===== src/rtl/priority_arbitrator_hold.sv =====
// priority_arbitrator_hold
//   Registered one-hot arbiter for NUM_PORTS requesters. Each decision uses
//   either fixed priority (lowest index first) or round-robin, scanning upward
//   from a rotating pointer. A grant stays with its owner while the owner keeps
//   requesting. This keeps the grant stable for multi-cycle transfers.
//
//   Optional feature macro: PRIORITY_ARB_HOLD_LIMIT_EN
//     defined   -> a grant is released after MAX_HOLD consecutive cycles. On
//                  that release the holder loses to any other requester. A
//                  sole requester is re-granted with no gap.
//     undefined -> a grant is held for as long as the owner keeps requesting.
//
// Ports
//   clk_i        rising-edge clock
//   rst_i        synchronous reset, active-high
//   req_i        request vector, bit k = port k
//   mode_i       0 = fixed priority, 1 = round-robin (sampled on release only)
//   gnt_o        registered one-hot grant, or all-zero
//   gnt_valid_o  high when gnt_o is non-zero
//   gnt_id_o     index of the granted port; keeps its last value when idle
module priority_arbitrator_hold #(
  parameter int NUM_PORTS = 4,
  parameter int MAX_HOLD  = 8,
  parameter int ID_W      = $clog2(NUM_PORTS)
) (
  input  logic                 clk_i,
  input  logic                 rst_i,
  input  logic [NUM_PORTS-1:0] req_i,
  input  logic                 mode_i,
  output logic [NUM_PORTS-1:0] gnt_o,
  output logic                 gnt_valid_o,
  output logic [ID_W-1:0]      gnt_id_o
);

  if (NUM_PORTS < 2 || MAX_HOLD < 1) begin : g_param_check
    $error("priority_arbitrator_hold: NUM_PORTS must be >= 2 and MAX_HOLD >= 1");
  end

  logic [NUM_PORTS-1:0] gnt_q, gnt_d;
  logic [ID_W-1:0]      id_q, id_d;
  logic [ID_W-1:0]      ptr_q, ptr_d;

  logic                 owner_req;
  logic                 limit_hit;
  logic                 release_en;
  logic [NUM_PORTS-1:0] cand;
  logic                 found;
  logic [ID_W-1:0]      win_id;

`ifdef PRIORITY_ARB_HOLD_LIMIT_EN
  localparam int              HC_W      = $clog2(MAX_HOLD + 1);
  localparam logic [HC_W-1:0] HOLD_LAST = HC_W'(MAX_HOLD - 1);

  logic [HC_W-1:0] hold_cnt_q, hold_cnt_d;

  assign limit_hit = (hold_cnt_q == HOLD_LAST);
`else
  assign limit_hit = 1'b0;
`endif

  // With no current grant, owner_req is 0. That case releases as well.
  assign owner_req  = |(gnt_q & req_i);
  assign release_en = !owner_req || limit_hit;

  // At the hold limit, step the holder aside if anyone else wants the port.
  always_comb begin
    cand = req_i;
    if (limit_hit && |(req_i & ~gnt_q)) begin
      cand = req_i & ~gnt_q;
    end
  end

  // Winner search. Fixed mode scans from 0; round-robin mode scans from ptr_q
  // and wraps.
  always_comb begin
    int              idx;
    logic [ID_W-1:0] sel;
    found  = 1'b0;
    win_id = '0;
    idx    = 0;
    sel    = '0;
    for (int i = 0; i < NUM_PORTS; i++) begin
      if (mode_i) begin
        idx = (int'(ptr_q) + i) % NUM_PORTS;
      end else begin
        idx = i;
      end
      sel = ID_W'(idx);
      if (!found && cand[sel]) begin
        found  = 1'b1;
        win_id = sel;
      end
    end
  end

  always_comb begin
    gnt_d = gnt_q;
    id_d  = id_q;
    ptr_d = ptr_q;
`ifdef PRIORITY_ARB_HOLD_LIMIT_EN
    hold_cnt_d = hold_cnt_q + 1'b1;
`endif
    if (release_en) begin
`ifdef PRIORITY_ARB_HOLD_LIMIT_EN
      hold_cnt_d = '0;
`endif
      gnt_d = '0;
      if (found) begin
        // A sole requester re-granted at the limit gets the same one-hot value.
        // The grant output therefore shows no gap.
        gnt_d[win_id] = 1'b1;
        id_d          = win_id;
        ptr_d         = (int'(win_id) == NUM_PORTS - 1) ? '0 : win_id + 1'b1;
      end
    end
  end

  always_ff @(posedge clk_i) begin
    if (rst_i) begin
      gnt_q <= '0;
      id_q  <= '0;
      ptr_q <= '0;
`ifdef PRIORITY_ARB_HOLD_LIMIT_EN
      hold_cnt_q <= '0;
`endif
    end else begin
      gnt_q <= gnt_d;
      id_q  <= id_d;
      ptr_q <= ptr_d;
`ifdef PRIORITY_ARB_HOLD_LIMIT_EN
      hold_cnt_q <= hold_cnt_d;
`endif
    end
  end

  assign gnt_o       = gnt_q;
  assign gnt_valid_o = |gnt_q;
  assign gnt_id_o    = id_q;

endmodule


===== config.mk =====
export PLATFORM = sky130hd
export DESIGN_NAME = priority_arbitrator_hold
export DESIGN_NICKNAME = d
export VERILOG_FILES = /design/src/rtl/priority_arbitrator_hold.sv
export SDC_FILE = /design/constraint.sdc
export NUM_CORES = 1
export LEC_CHECK = 0
export CELL_PAD_IN_SITES_DETAIL_PLACEMENT = 2
export CELL_PAD_IN_SITES_GLOBAL_PLACEMENT = 2
export CORE_MARGIN = 10
export CORE_UTILIZATION = 30
export CTS_CLUSTER_SIZE = 28
export DETAILED_ROUTE_END_ITERATION = 6
export GPL_TIMING_DRIVEN = 0
export PLACE_DENSITY = 0.9
export SYNTH_ARGS = -nofsm -noshare
export SYNTH_HDL_FRONTEND = slang
export SYNTH_SLANG_ARGS = --single-unit

===== constraint.sdc =====
create_clock -name clk_i -period 3.7 [get_ports clk_i]
set_input_delay 0.74 -clock clk_i [delete_from_list [all_inputs] [get_ports clk_i]]
set_output_delay 0.74 -clock clk_i [all_outputs]
set_load 0.02 [all_outputs]

==> results summary <==
Counting distinct cell types in the post-synthesis netlist gives 35. CTS built an H-tree with a depth of 1. The critical path required time is 3.84 ns. The origin of the worst setup path is req_i[0]. The HPWL after detailed placement is 1.90 mm. The total leakage power came out at 0.352 nW. The TritonCTS clock tree is built. After clock tree synthesis, the repair step resized 0 gates.

The timing-limited maximum frequency is 0.344 GHz. The post-detailed-route via-to-cell ratio is 5.62. The number of buffers inserted to repair setup after CTS came out at 0. Counting flops and latches in the post-synthesis netlist gives 8. The floorplan step set the die height to 68.8 um. Between clock sinks in the finished design, the worst skew comes to 0.00370 ns. In the final layout, the share of cells above drive strength 1 is 14.3%.

In this run the tightest slew margin relative to its limit is 54.5%. The area of the core is 2230 um^2. The number of DRC markers after the initial detailed-route iteration is 46. The critical path capture point type is a flop.

The startpoint identified for the worst register-to-register timing path is ptr_q[0]$_SDFFE_PP0P_. The count of flip-flops with a built-in enable after synthesis is 0. The worst register-to-register path ends at ptr_q[1]$_SDFFE_PP0P_. Setup repair after global routing left no endpoint under its margin. The floorplan die area came out at 4730 um^2. Ranked by total cell area, the synthesized netlist is headed by sky130_fd_sc_hd__dfxtp_1 (22%), sky130_fd_sc_hd__ha_1 (7.0%), sky130_fd_sc_hd__nand2_1 (6.8%), sky130_fd_sc_hd__o21ai_0 (5.6%), sky130_fd_sc_hd__o211ai_1 (5.3%). The worst setup path is launched from an input pin.

The worst IR drop on VDD came out at 0.278 mV. The number of antenna violations at the first check in global routing is 0. The maximum fanout count along the critical path came out at 7. The clock sink count is 8. The fraction of post-synthesis cell area in the top cell type by area is 22.4%.

The clock-pin slew on the worst setup and hold paths came out at 0.05 ns. After detailed routing, the total wire length is 2.34 mm. The reg-to-reg setup timing slack came out at 1.47 ns. In this run the clock root is driven by a sky130_fd_sc_hd__clkbuf_4. Setup violations remaining at the end of the flow were counted as 0. The critical path is of the in2reg type. The row count is 17. The starting density of the core came out at 32.0%. The number of buffers created by CTS came out at 3.

Once detail routing completed, the nets flagged for antenna violations numbered 0. The total DRC errors in the routed layout is 0. Input and output buffers added on the ports amount to 11. The clock period minus worst slack came out at 2.91 ns. The die is 68.8 um wide.

The post-route fraction of the period consumed by the critical path came out at 78.5%. The layout overhead on the synthesized area came out at 23.5%. The total routing resource utilization after global routing came out at 10.8%. The share of flip-flops with an asynchronous set or reset after synthesis is 0%. The count of pins on the block boundary came out at 14. In the final routed layout, each cell accounts on average for 17.6 um. The congestion estimate from routability-driven global placement came to 0.807.

The actual slew at the worst max-slew pin is 0.675 ns. The hold buffer count at cts is 0. The maximum clock path buffer count is 2. The final net count came out at 118.

Max-cap violations in this run came to 0. The number of antenna diodes is 0. The share of the Yosys chip area taken by registers is 22.4%. The path class of the tightest hold or removal check is reg2reg. The run finished with clean final reports. The synthesized design spends more area on one cell type than any other, namely sky130_fd_sc_hd__dfxtp_1.

The cell count after synthesis is 91. The accumulated negative setup slack came out at 0 ns. The total count of hold-check failures in the final report came to 0. The yosys synthesis warning count is 0. The predominant post-synthesis flop cell is sky130_fd_sc_hd__dfxtp_1. The via count of the first global-routing pass came to 824. The clock insertion delay at the later pin of the skew report is 0.26 ns. The power per cell area came out at 698 nW/um^2. The first detailed-routing pass took 3 iterations. The overall via count from detail_route is 748. The signal on the critical path passes through clkdlybuf4s50_1, nor3b_1, a221o_1, or2_1, buf_6, o221ai_2, inv_2, ha_1, nand2_1, mux2i_1.

The leftover overflow at the end of global routing came out at 0. The slowest stage of the critical path is the sky130_fd_sc_hd__clkdlybuf4s50_1 cell. The max-slew violation total from the final report came out at 0.

Entering global routing, the biggest net connects 11 pins. In the post-synthesis netlist, the cell with the most instances is sky130_fd_sc_hd__nand2_1. The critical path ends at ptr_q[1]$_SDFFE_PP0P_.

In the synthesized netlist, the cells that appear most often are sky130_fd_sc_hd__nand2_1 (13), sky130_fd_sc_hd__dfxtp_1 (8), sky130_fd_sc_hd__o21ai_0 (8). The first global-routing pass estimated 3.95 mm of wire. The biggest cell delay along the critical path came out at 0.53 ns. The post-synth net total came out at 102. The total power is 0.615 mW. The depth of the worst register-to-register path is 10. The utilization after layout came out at 39.5%. The average instance in the mapped netlist occupies 7.85 um^2.

The cell area that synthesis handed to floorplanning was 714 um^2. The critical path arrival came out at 3.05 ns.
report_power, final:
group	internal (mW)	leakage (nW)	switching, mW
Sequential	0.117	0.0658	0.0261
Clock	0.0372	0.0138	0.0309
Combinational	0.170	0.273	0.234
routing by layer:
metal	part of all wire [%]	global-route usage (%)
met1	44	12.3
met2	50	19.0
met3	4.1	2.09
met4	1.8	5.17
met5	0	0
placed cells by master, fill, tap and decap left out, types with 3 or more instances in the layout:
cell                              count
sky130_fd_sc_hd__a21oi_1              6
sky130_fd_sc_hd__nand2_1             13
sky130_fd_sc_hd__ha_1                 4
sky130_fd_sc_hd__o211ai_1             5
sky130_fd_sc_hd__nor2_1               3
sky130_fd_sc_hd__inv_1                4
sky130_fd_sc_hd__buf_6                3
sky130_fd_sc_hd__nor2b_1              3
sky130_fd_sc_hd__o21ai_0              8
sky130_fd_sc_hd__clkdlybuf4s50_1     11
sky130_fd_sc_hd__dfxtp_1              8
sky130_fd_sc_hd__clkbuf_4             3
worst max-delay path: cells and delay by family:
kind | cells | cell delay [ns]
buf+inv | 3 | 0.77
compound gates | 2 | 0.64
simple gates | 3 | 0.52
fa+ha+maj | 1 | 0.30
mux | 1 | 0.06
registers in the layout (all words and copies together), names as in the netlist:
name,flops
gnt_o,4
gnt_id_o,2
ptr_q,2
final cells by class:
class	count	area [um^2]
plain buffers	5	43.8
flip-flops and latches	8	160
fillers	271	1350
inverters	5	18.8
repair buffers	11	110
clock buffers	3	22.5
multi-input cells	73	492
well taps	28	35.0
how the worst min path moves through the flow:
stage | start | to | slack, ns | depth (start not counted)
finish | gnt_o[3]$_SDFFE_PP0N_ | gnt_o[3]$_SDFFE_PP0N_ | 0.49 | 2
global placement | gnt_o[3]$_SDFFE_PP0N_ | gnt_o[3]$_SDFFE_PP0N_ | 0.47 | 2
floorplan | gnt_o[3]$_SDFFE_PP0N_ | gnt_o[3]$_SDFFE_PP0N_ | 0.54 | 2
global route | gnt_o[1]$_SDFFE_PP0N_ | gnt_o[1]$_SDFFE_PP0N_ | 0.53 | 2
CTS | gnt_o[3]$_SDFFE_PP0N_ | gnt_o[3]$_SDFFE_PP0N_ | 0.49 | 2
detailed placement | gnt_o[3]$_SDFFE_PP0N_ | gnt_o[3]$_SDFFE_PP0N_ | 0.49 | 2
logic make-up (layout without fill, tap and decap cells):
logic type,Yosys count,after routing,share of synthesized area (%)
flip-flops,8,8,22.4
AND/OR/NAND/NOR,30,30,22.2
buffers and inverters,10,24,8.76
multiplexers,2,2,2.80
AO/OA/AOI/OAI,37,37,36.8
adder cells (fa/ha/maj),4,4,7.01
per-stage QoR:
step	hold slack (ns)	setup WS [ns]	instance area, um^2	instances
3_3_place_gp	0.467	0.598	860	130
4_1_cts	0.493	0.785	882	133
2_1_floorplan	0.543	1.19	714	91
6_report	0.489	0.795	882	133
5_1_grt	0.533	0.687	882	133
3_5_place_dp	0.487	0.515	860	130
Power figures use the tool's default switching activity.
